==> src/rtl/ro_ctrl_pkg.sv <==
// Shared definitions for the ring-oscillator sweep controller: FSM states,
// default widths and the phase-timer sizing helper.
package ro_ctrl_pkg;

    localparam int DEF_TAP_W   = 3;
    localparam int DEF_COUNT_W = 15;

    typedef enum logic [2:0] {
        IDLE   = 3'd0,
        CLEAR  = 3'd1,
        SETTLE = 3'd2,
        WINDOW = 3'd3,
        SYNC   = 3'd4,
        REPORT = 3'd5,
        NEXT   = 3'd6
    } state_t;

    // The timer is loaded with (phase length - 1), so the longest phase sets the width.
    function automatic int timer_width(input int a, input int b, input int c);
        int m;
        m = a;
        if (b > m) m = b;
        if (c > m) m = c;
        return (m > 1) ? $clog2(m) : 1;
    endfunction

endpackage

==> src/rtl/ro_phase_timer.sv <==
// Loadable down-counter that times the SETTLE/WINDOW/SYNC phases; expired is
// high once the count has reached zero.
module ro_phase_timer #(
    parameter int W = 8
) (
    input  logic         clk,
    input  logic         rst,
    input  logic         load,
    input  logic [W-1:0] load_val,
    output logic         expired
);

    logic [W-1:0] count;

    // NOTE: sequential state uses non-blocking assignments so every flop samples pre-edge values.
    always_ff @(posedge clk or posedge rst) begin
        if (rst) begin
            count <= '0;
        end else if (load) begin
            count <= load_val;
        end else if (count != '0) begin
            count <= count - 1'b1;
        end
    end

    assign expired = (count == '0);

endmodule

==> src/rtl/ro_sweep_ctrl.sv <==
// Sweeps every ring-oscillator tap: clear, settle, count for a fixed window,
// wait for the count to synchronize, then hand the result to the consumer.
module ro_sweep_ctrl
    import ro_ctrl_pkg::*;
#(
    parameter int TAP_W      = DEF_TAP_W,
    parameter int COUNT_W    = DEF_COUNT_W,
    parameter int SETTLE_CYC = 16,
    parameter int WINDOW_CYC = 256,
    parameter int SYNC_CYC   = 4
) (
    input  logic               clk,
    input  logic               rst,
    input  logic               start,
    input  logic               abort,
    input  logic [COUNT_W-1:0] cnt_val,
    input  logic               res_ready,
    output logic [TAP_W-1:0]   ro_tap,
    output logic               ro_run,
    output logic               cnt_clr,
    output logic               cnt_en,
    output logic               res_valid,
    output logic [TAP_W-1:0]   res_tap,
    output logic [COUNT_W-1:0] res_count,
    output logic               res_ovf,
    output logic               busy,
    output logic               done
);

    localparam int TW = timer_width(SETTLE_CYC, WINDOW_CYC, SYNC_CYC);
    localparam logic [TW-1:0] SETTLE_LD = TW'(SETTLE_CYC - 1);
    localparam logic [TW-1:0] WINDOW_LD = TW'(WINDOW_CYC - 1);
    localparam logic [TW-1:0] SYNC_LD   = TW'(SYNC_CYC - 1);

    state_t             state, state_d;
    logic [TAP_W-1:0]   tap_d, res_tap_d;
    logic [COUNT_W-1:0] res_count_d;
    logic               res_valid_d, res_ovf_d, done_d;
    logic               run_d, clr_d, en_d, busy_d;
    logic               tmr_load, tmr_expired;
    logic [TW-1:0]      tmr_val;

    ro_phase_timer #(.W(TW)) u_timer (
        .clk      (clk),
        .rst      (rst),
        .load     (tmr_load),
        .load_val (tmr_val),
        .expired  (tmr_expired)
    );

    // NOTE: every always_comb output gets a default first, so no path can infer a latch.
    always_comb begin
        state_d     = state;
        tap_d       = ro_tap;
        res_valid_d = res_valid;
        res_tap_d   = res_tap;
        res_count_d = res_count;
        res_ovf_d   = res_ovf;
        done_d      = 1'b0;
        tmr_load    = 1'b0;
        tmr_val     = '0;

        if (abort) begin
            state_d     = IDLE;
            res_valid_d = 1'b0;
        end else begin
            case (state)
                IDLE: begin
                    if (start) begin
                        tap_d   = '0;
                        state_d = CLEAR;
                    end
                end
                CLEAR: begin
                    state_d  = SETTLE;
                    tmr_load = 1'b1;
                    tmr_val  = SETTLE_LD;
                end
                SETTLE: begin
                    if (tmr_expired) begin
                        state_d  = WINDOW;
                        tmr_load = 1'b1;
                        tmr_val  = WINDOW_LD;
                    end
                end
                WINDOW: begin
                    if (tmr_expired) begin
                        state_d  = SYNC;
                        tmr_load = 1'b1;
                        tmr_val  = SYNC_LD;
                    end
                end
                SYNC: begin
                    if (tmr_expired) begin
                        state_d     = REPORT;
                        res_valid_d = 1'b1;
                        res_tap_d   = ro_tap;
                        res_count_d = cnt_val;
                        res_ovf_d   = &cnt_val;
                    end
                end
                REPORT: begin
                    if (res_ready) begin
                        state_d     = NEXT;
                        res_valid_d = 1'b0;
                        // done is registered, so it is raised while entering the final NEXT.
                        done_d      = &ro_tap;
                    end
                end
                NEXT: begin
                    if (&ro_tap) begin
                        state_d = IDLE;
                    end else begin
                        tap_d   = ro_tap + 1'b1;
                        state_d = CLEAR;
                    end
                end
                default: state_d = IDLE;
            endcase
        end

        // Ring controls are decoded from the next state and registered, so they stay glitch-free.
        run_d  = (state_d == CLEAR) || (state_d == SETTLE) || (state_d == WINDOW);
        clr_d  = (state_d == CLEAR);
        en_d   = (state_d == WINDOW);
        busy_d = (state_d != IDLE);
    end

    always_ff @(posedge clk or posedge rst) begin
        if (rst) begin
            state     <= IDLE;
            ro_tap    <= '0;
            ro_run    <= 1'b0;
            cnt_clr   <= 1'b0;
            cnt_en    <= 1'b0;
            res_valid <= 1'b0;
            res_tap   <= '0;
            res_count <= '0;
            res_ovf   <= 1'b0;
            busy      <= 1'b0;
            done      <= 1'b0;
        end else begin
            state     <= state_d;
            ro_tap    <= tap_d;
            ro_run    <= run_d;
            cnt_clr   <= clr_d;
            cnt_en    <= en_d;
            res_valid <= res_valid_d;
            res_tap   <= res_tap_d;
            res_count <= res_count_d;
            res_ovf   <= res_ovf_d;
            busy      <= busy_d;
            done      <= done_d;
        end
    end

endmodule

==> config.mk <==
export PLATFORM = sky130hd
export DESIGN_NAME = ro_sweep_ctrl
export DESIGN_NICKNAME = d
export VERILOG_FILES = /design/src/rtl/ro_ctrl_pkg.sv /design/src/rtl/ro_phase_timer.sv /design/src/rtl/ro_sweep_ctrl.sv
export SDC_FILE = /design/constraint.sdc
export NUM_CORES = 1
export LEC_CHECK = 0
export ABC_AREA = 1
export BUFFER_PORTS_ARGS = -buffer_cell sky130_fd_sc_hd__buf_2
export CORE_ASPECT_RATIO = 1.75
export CORE_MARGIN = 8
export CORE_UTILIZATION = 50
export CTS_CLUSTER_SIZE = 30
export DETAILED_ROUTE_END_ITERATION = 12
export PLACE_DENSITY_LB_ADDON = 0.25
export SLEW_MARGIN = 20
export SYNTH_ARGS = -nofsm -noshare
export SYNTH_HDL_FRONTEND = slang
export SYNTH_SLANG_ARGS = --single-unit
==> constraint.sdc <==
create_clock -name clk -period 1.6 [get_ports clk]
set_input_delay 0.32 -clock clk [delete_from_list [all_inputs] [get_ports clk]]
set_output_delay 0.32 -clock clk [all_outputs]
set_load 0.1 [all_outputs]
==> reports/summary.txt, run 1 <==
Clock Pin Slew Worst Setup and Hold Paths: 0.08 ns
Syn avg cell area: 9.282 µm²
Final Cell Area: 0.002467 mm²
Ys Warns: 0
Nets: 297
Startpoint Class: flop
R2r worst-path depth: 7
Antenna Nets Post-Route: 0
Site row count: 30
Unrepaired setup endpoints after global routing: yes
Pleak: 0.001345 µW
Placed Cells: 311
DP HPWL: 3240 µm
Sequential Area: 984.7 µm²
Initial antenna violation count: 0
Worst Tran Pin Value: 0.4966 ns
Place WS: 0.06269 ns
Final Util: 63.82%
Cells after synthesis: 215
Status: finished, final reports clean
H-tree depth: 2
FF-to-FF setup slack: 0.09 ns
First-pass GRT wire length: 7210 µm
Via Count: 1584
# fillers: 326
Clock power frac: 24.0%
Slowest CP cell: dfrtp_1
# clock sinks: 39
Tcrit/Tclk final: 94.20%
Pin count of the biggest net entering global routing: 40
Final hold vios: 0
# diodes: 0
Total GRT Usage: 14.36%
Sequential area share after synthesis: 48.90%
Core ar.: 0.003866 mm²
Non-Filler Instances: 322
Initial core utilization: 51.62%
Max-Cap Viols: 0
Synthesized Nets: 239
Crit Path Class: flop to flop
Pins Over Slew Limit: 0
I/O Buffers: 47
Power density cells: 1115 mW/mm²
Final WL: 4315 µm
DRT iter0 DRCs: 36
I/O pin cnt: 48
Vias in the first global route: 1716
Worst-path cell chain: inv_1 > ha_2 > nand2_2 > o21ai_1 > nand3_2 > o21bai_4 > nand3b_1
CTS tree: built
End of the worst register-to-register path: busy
Die area: 0.006348 mm²
Critical Path RT: 1.78 ns
Slack of the critical path: 0.09280 ns
First-pass iteration count of the detailed router: 4
TritonCTS Buffers: 5
Clock insertion delay at the later pin of the skew report: 0.30 ns
GR Overflow Total: 0
Worst r2r src: u_timer.count[1]
NetSw: 1031 µW
Crit path time final: 1.507 ns
Worst setup EP type: flop
Crit path largest cell delay: 0.39 ns
Hold Buf Count CTS: 0
Drt via density: 4.919
Max Freq: 663.5 MHz
CTS Root Buffer Type: clkbuf_8
Total power: 2751 µW
Net Sw Frac: 37.49%
Seq pwr share: 43.2%
Worst-path maximum fanout: 4
Max-slew headroom: 67.12%
Setup Viol. Count Final: 0
Die Width: 63.76 µm
Layout cells sized above 1: 43.07%
Flops & latches, synth: 39
Critical Path AT: 1.69 ns
DRC violations left: 0
Comb power frac: 32.8%
Routability Congestion: 0.8595
Post-synthesis cell area: 0.001996 mm²
Worst min path class: input port to async pin
P&R area growth vs syn: 23.64%
Post-synthesis cell type count: 28
Die Y: 99.58 µm
Worst Skew: 0.008545 ns
Dpl cell area: 0.002321 mm²
Area of the multi-input gates: 864.6 µm²
Routed len/inst: 13.40 µm
Internal power: 1719 µW
Max clock buf depth: 2
Worst vdd ir: 745.6 µV
[final cells by class]
cell class                      instances  share of cell area, %
Sequential cell                        39                  39.91
Clock buffer                            5                  2.789
Multi-Input combinational cell        136                  35.04
Clock inverter                          3                 0.8114
Inverter                               37                  5.629
Tap cell                               48                  2.434
Timing Repair Buffer                   54                  13.39
[metrics by stage]
| step | hold WS [ns] | setup TNS, ns |
|---|---|---|
| after detailed placement | 0.4027 | 0 |
| final | 0.07194 | 0 |
| after CTS | 0.07595 | 0 |
| after floorplan | 0.3898 | 0 |
| after global routing | 0.09212 | -0.1320 |
| after global placement | 0.3821 | 0 |
[cell usage after synthesis, drive strengths merged]
library cell | instances | share of area (%)
nor4 | 3 | 0.94
nand3b | 1 | 0.38
a211oi | 1 | 1.0
dfrtp | 39 | 49
xor2 | 3 | 1.3
ha | 4 | 2.5
clkinv | 1 | 0.19
buf | 3 | 1.7
a21oi | 7 | 2.1
nor3 | 3 | 0.75
o211ai | 1 | 0.38
nand4 | 1 | 0.31
nor2 | 19 | 6.3
inv | 36 | 6.8
nand2 | 54 | 12
nand3 | 13 | 4.1
o21bai | 1 | 0.94
o21ai | 25 | 9.1
[how the worst max path moves through the flow]
| stage | start | slack, ns | endpoint |
|---|---|---|---|
| final | u_timer.count[1] | 0.09 | busy |
| after global routing | u_timer.count[1] | -0.02 | res_count[9] |
| after floorplan | ro_tap[1] | 0.01 | busy |
| after detailed placement | u_timer.count[1] | 0.06 | res_count[10] |
| after CTS | u_timer.count[1] | 0.04 | res_count[10] |
| after global placement | u_timer.count[0] | 0.09 | u_timer.count[5] |
[kinds of logic after synthesis]
family / after synthesis / synth area share (%)
AOI/OAI and AO/OA: 35 / 13.54
xor gates and xnor gates: 3 / 1.317
and+or+nand+nor: 94 / 25.08
DFF: 39 / 48.90
adders and majority gates: 4 / 2.508
buffers and inverters: 40 / 8.652
[sequential cells by signal, indices dropped and copies added (netlist names)]
register,flops
busy,1
res_valid,1
done,1
cnt_en,1
res_ovf,1
res_tap,3
cnt_clr,1
u_timer.count,8
res_count,15
ro_run,1
ro_tap,3
state,3
[power groups by stage]
stage / logic, µW / clock network, µW / registers [µW]
finish: 902 / 659 / 1190
global route: 1020 / 725 / 1210
CTS: 886 / 683 / 1190
detailed placement: 881 / 0 / 1210
global placement: 871 / 0 / 1210
floorplan: 576 / 0 / 1300
[per-layer routing]
| metal | global-route usage (%) | vias up | wire (µm) |
|---|---|---|---|
| met5 | 0 | - | 0 |
| met4 | 7.772 | 0 | 125 |
| met3 | 5.518 | 11 | 209 |
| met2 | 25.67 | 45 | 2355 |
| met1 | 13.59 | 732 | 1625 |
| li1 | - | 796 | - |
[placed cells by master, fill, tap and decap left out, types with 2 or more instances in the layout]
master	synthesis	final
buf_2	0	47
nand2_1	37	37
dfrtp_1	39	36
inv_1	32	31
nand2_2	17	17
o21ai_2	15	14
nor2_1	11	11
nand3_1	11	11
o21ai_0	7	7
inv_2	4	5
nor2_4	4	5
a21oi_1	5	5
clkbuf_8	0	5
buf_4	0	4
nor3_1	3	3
xor2_1	3	3
o21ai_1	3	3
nor4_1	3	3
nor2_2	3	2
a21oi_2	2	2
ha_2	0	2
ha_1	4	2
clkinvlp_4	0	2
buf_12	0	2
dfrtp_4	0	2
[worst max-delay path, delay by kind of cell (launching register included)]
kind	cells	cell delay (ns)
flip-flops	1	0.39
AO/OA/AOI/OAI	2	0.39
AND/OR/NAND/NOR	3	0.32
adder cells (fa/ha/maj)	1	0.20
buffers and inverters	1	0.10
[what timing repair did]
action                     in CTS  in global routing
buffers inserted                0                  2
gates resized for setup         0                  5
setup endpoints to repair       0                 21
Power figures use the tool's default switching activity.
==> run 2: changes to the inputs <==
--- a/config.mk
+++ b/config.mk
@@ -9,7 +9,7 @@
 export BUFFER_PORTS_ARGS = -buffer_cell sky130_fd_sc_hd__buf_2
 export CORE_ASPECT_RATIO = 1.75
 export CORE_MARGIN = 8
-export CORE_UTILIZATION = 50
+export CORE_UTILIZATION = 30
 export CTS_CLUSTER_SIZE = 30
 export DETAILED_ROUTE_END_ITERATION = 12
 export PLACE_DENSITY_LB_ADDON = 0.25
==> reports/summary.txt, run 2 (synthesized netlist as in run 1, its figures left out) <==
Die area: 0.009621 mm²
Antenna Nets Post-Route: 0
Worst Skew: 0.003547 ns
Dpl cell area: 0.002364 mm²
Status: finished, final reports clean
Initial core utilization: 30.75%
Clock insertion delay at the later pin of the skew report: 0.28 ns
DRT iter0 DRCs: 44
Setup Viol. Count Final: 0
Pins Over Slew Limit: 0
Max-Cap Viols: 0
Worst vdd ir: 662.2 µV
Power density cells: 1230 mW/mm²
Clock Pin Slew Worst Setup and Hold Paths: 0.06 ns
Met3 Use GR: 2.890%
Crit path time final: 1.509 ns
Tcrit/Tclk final: 94.33%
Worst Tran Pin Value: 0.5052 ns
Vias in the first global route: 1683
Largest reg by FF count: res_count
CTS Root Buffer Type: clkbuf_16
P&R area growth vs syn: 28.28%
GR Overflow Total: 0
I/O pin cnt: 48
Pleak: 0.001370 µW
I/O Buffers: 47
Drt via density: 4.456
Max reg flops: 15
Via Count: 1582
Total GRT Usage: 10.33%
Worst-path maximum fanout: 35
Worst min path class: input port to async pin
Core ar.: 0.006490 mm²
DRC violations left: 0
Final Cell Area: 0.002560 mm²
Commonest non-fill, non-tap cell in the layout: buf_2
R2r worst-path depth: 7
TritonCTS Buffers: 5
Layout cells sized above 1: 42.86%
Max Freq: 662.5 MHz
Worst setup EP type: flop
First-pass iteration count of the detailed router: 4
Met2 Use GR: 19.37%
Die Width: 77.66 µm
DP HPWL: 3643 µm
Most frequent cells in the layout: buf_2, nand2_1, dfrtp_1, inv_1, nand2_2
Max clock buf depth: 2
Final WL: 4605 µm
Crit Path Class: flop to flop
Initial antenna violation count: 0
Routed len/inst: 12.97 µm
Global route hottest layer: met2
H-tree depth: 2
Non-Filler Instances: 355
Critical Path RT: 1.79 ns
# clock sinks: 39
Site row count: 39
# diodes: 0
CTS tree: built
Setup TNS: 0 ns
Die Y: 123.9 µm
Placed Cells: 345
Nets: 296
First-pass GRT wire length: 7969 µm
Pin count of the biggest net entering global routing: 40
Biggest regs: res_count x15, u_timer.count x8
Max-slew headroom: 66.55%
Final hold vios: 0
Routability Congestion: 0.7868
Unrepaired setup endpoints after global routing: no
Routing usage on met1: 10.36%
Startpoint Class: flop
Critical Path AT: 1.70 ns
## run 2: per-layer routing
| layer | wire length (µm) | up-vias |
|---|---|---|
| li1 | - | 792 |
| met2 | 2513 | 45 |
| met1 | 1750 | 737 |
| met4 | 99 | 0 |
| met3 | 242 | 8 |
| met5 | 0 | - |
## run 2: worst paths after layout
kind,from,slack (ns),to
min in group clk,cnt_val[9],0.25,res_count[9]
min,rst,0.09,res_count[5]
max in group asynchronous,rst,1.29,ro_tap[0]
max,u_timer.count[1],0.09,res_ovf
max reg2reg,u_timer.count[1],0.09,res_ovf
min reg2reg,res_count[9],0.48,res_count[9]
## run 2: worst max-delay path, cell delays in order, from the launching register on
cell	delay, ns
dfrtp_1	0.40
inv_1	0.09
ha_2	0.19
nand2_2	0.10
nor2_8	0.17
nand3_4	0.09
buf_12	0.19
o21ai_0	0.19
## run 2: repair_timing
| item | 4_1_cts | 5_1_grt |
|---|---|---|
| buffers inserted | 0 | 2 |
| hold buffers | 0 | 0 |
| setup endpoints to repair | 0 | 12 |
| resized for setup | 0 | 8 |
## run 2: where the power goes
| group | internal, µW | switching [µW] | total [µW] |
|---|---|---|---|
| registers | 1110 | 92.3 | 1200 |
| clock network | 663 | 368 | 1030 |
| logic | 318 | 599 | 917 |
## run 2: through the flow
step,power [µW],util (%),worst slack (ns),hold slack (ns)
CTS,3160,38.83,0.04449,0.09513
global placement,2108,36.42,0.07987,0.3915
floorplan,1875,-,0.01028,0.3898
detailed placement,2116,36.42,0.04657,0.3932
finish,3149,39.44,0.09065,0.08587
global route,3350,39.44,0.005924,0.1005
## run 2: final cells by class
class | instances | area (µm²)
clock buffers | 8 | 156.4
fillers | 653 | 3930
inverters | 37 | 141.4
multi-input cells | 136 | 869.6
flip-flops and latches | 39 | 984.7
well taps | 82 | 102.6
repair buffers | 53 | 305.3
==> run 3: changes to the inputs <==
--- a/config.mk
+++ b/config.mk
@@ -6,12 +6,12 @@
 export NUM_CORES = 1
 export LEC_CHECK = 0
 export ABC_AREA = 1
-export BUFFER_PORTS_ARGS = -buffer_cell sky130_fd_sc_hd__buf_2
 export CORE_ASPECT_RATIO = 1.75
 export CORE_MARGIN = 8
 export CORE_UTILIZATION = 30
 export CTS_CLUSTER_SIZE = 30
 export DETAILED_ROUTE_END_ITERATION = 12
+export DONT_BUFFER_PORTS = 1
 export PLACE_DENSITY_LB_ADDON = 0.25
 export SLEW_MARGIN = 20
 export SYNTH_ARGS = -nofsm -noshare
==> reports/summary.txt, run 3 (synthesized netlist as in run 1, its figures left out) <==
# fillers: 643
Nets: 282
DRT iter0 DRCs: 58
First-pass iteration count of the detailed router: 4
Core ar.: 0.006490 mm²
Critical Path RT: 1.77 ns
Total GRT Usage: 10.68%
Biggest regs: res_count x15, u_timer.count x8
Via Count: 1562
Cell depth of the worst hold path: 1
Crit path time final: 1.523 ns
Antenna Nets Post-Route: 0
Final Cell Area: 0.002616 mm²
Slowest CP cell: dfrtp_1
Pins Over Slew Limit: 0
Worst Path Buf+Inv: 2
Placed Cells: 327
Pleak: 0.001347 µW
P&R area growth vs syn: 31.10%
Clock insertion delay at the later pin of the skew report: 0.28 ns
Pin count of the biggest net entering global routing: 36
Initial antenna violation count: 0
Most used cell, CP: nand2_1
Max reg flops: 15
Max-Cap Viols: 0
First-pass GRT wire length: 8010 µm
Dpl cell area: 0.002333 mm²
Critical Path AT: 1.70 ns
Status: finished, final reports clean
TritonCTS Buffers: 5
CTS tree: built
Power density cells: 1196 mW/mm²
Die Width: 77.66 µm
Layout cells sized above 1: 39.00%
Final WL: 5041 µm
Most frequent cells in the layout: nand2_1, dfrtp_1, buf_4, inv_1, nand2_2
Worst min path class: input port to flop
Site row count: 39
Worst-path maximum fanout: 17
I/O pin cnt: 48
Max Freq: 656.5 MHz
Die area: 0.009621 mm²
Total power: 3130 µW
Non-Filler Instances: 341
H-tree depth: 2
DP HPWL: 3721 µm
DRC violations left: 0
Tcrit/Tclk final: 95.20%
# clock sinks: 39
Crit path max-delay family: simple AND/OR/NAND/NOR gates
Worst vdd ir: 794.1 µV
Max clock buf depth: 2
I/O Buffers: 0
Critical path depth: 8
GR Overflow Total: 0
Crit path largest cell delay: 0.39 ns
Worst Tran Pin Value: 0.4008 ns
Initial core utilization: 30.75%
Largest reg by FF count: res_count
Final hold vios: 0
# diodes: 0
Max-slew headroom: 73.07%
Setup Viol. Count Final: 0
Die Y: 123.9 µm
R2r worst-path depth: 8
Routability Congestion: 0.8202
Crit Path Class: flop to flop
Worst-path cell chain: inv_1 > ha_4 > nand2_4 > nor2_8 > nand3_4 > clkbuf_16 > nand2_1 > nand2_1
Clock Pin Slew Worst Setup and Hold Paths: 0.06 ns
Worst setup EP type: flop
Drt via density: 4.581
Unrepaired setup endpoints after global routing: yes
Setup TNS: 0 ns
Startpoint Class: flop
Commonest non-fill, non-tap cell in the layout: nand2_1
Routed len/inst: 14.78 µm
CTS Root Buffer Type: clkbuf_16
Final Util: 40.31%
Vias in the first global route: 1680
Worst Skew: 0.004827 ns
## run 3: changes by cell type in the layout (fill, tap and decap cells not counted), sizes merged
cell / change
clkbuf: +2
clkinv: +1
buf: -18
dlygate4sd3: +1
## run 3: power by group
| part | leakage (µW) | switching [µW] | internal, µW |
|---|---|---|---|
| combinational | 0.000756 | 620 | 357 |
| clock | 0.0000679 | 375 | 576 |
| sequential | 0.000523 | 94.3 | 1110 |
| total | 0.00135 | 1090 | 2040 |
## run 3: metrics by stage
stage                     setup WS [ns]  hold slack [ns]
after global routing          -0.001623           0.1074
after CTS                       0.02557           0.1044
after floorplan                 0.01028           0.3898
after detailed placement        0.04826           0.2592
final                           0.07684           0.1176
after global placement          0.06452           0.2597
## run 3: cell type report
class / count / area [µm²] / area share (%)
timing repair buffer: 39 / 372.9 / 14.25
inverter: 37 / 138.9 / 5.308
multi-input combinational: 136 / 879.6 / 33.62
sequential: 39 / 984.7 / 37.64
tap: 82 / 102.6 / 3.922
clock inverter: 1 / 5.005 / 0.1913
clock buffer: 7 / 132.6 / 5.069
## run 3: what timing repair did
| item | in CTS | in global routing |
|---|---|---|
| hold buffers | 1 | 0 |
| buffers inserted | 0 | 2 |
| hold endpoints to repair | 16 | 0 |
| gates resized for setup | 0 | 8 |
| endpoints found under the setup margin | 0 | 17 |
## run 3: final timing paths
path	start	to	slack, ns
worst max-delay path	u_timer.count[1]	res_count[8]	0.08
worst min-delay path	abort	cnt_clr	0.12
worst max register to register	u_timer.count[1]	res_count[8]	0.08
worst min register to register	u_timer.count[1]	u_timer.count[1]	0.55
max in group asynchronous	rst	ro_tap[0]	0.77
min in group asynchronous	rst	res_count[6]	0.50
## run 3: per-layer routing
metal | GRT usage, % | routed length, µm | vias up | part of all wire, %
met5 | 0 | 0 | - | 0
met4 | 6.413 | 173 | 0 | 3.4
met3 | 3.902 | 309 | 12 | 6.1
met2 | 18.90 | 2728 | 45 | 54
met1 | 10.40 | 1829 | 743 | 36
li1 | - | - | 762 | -
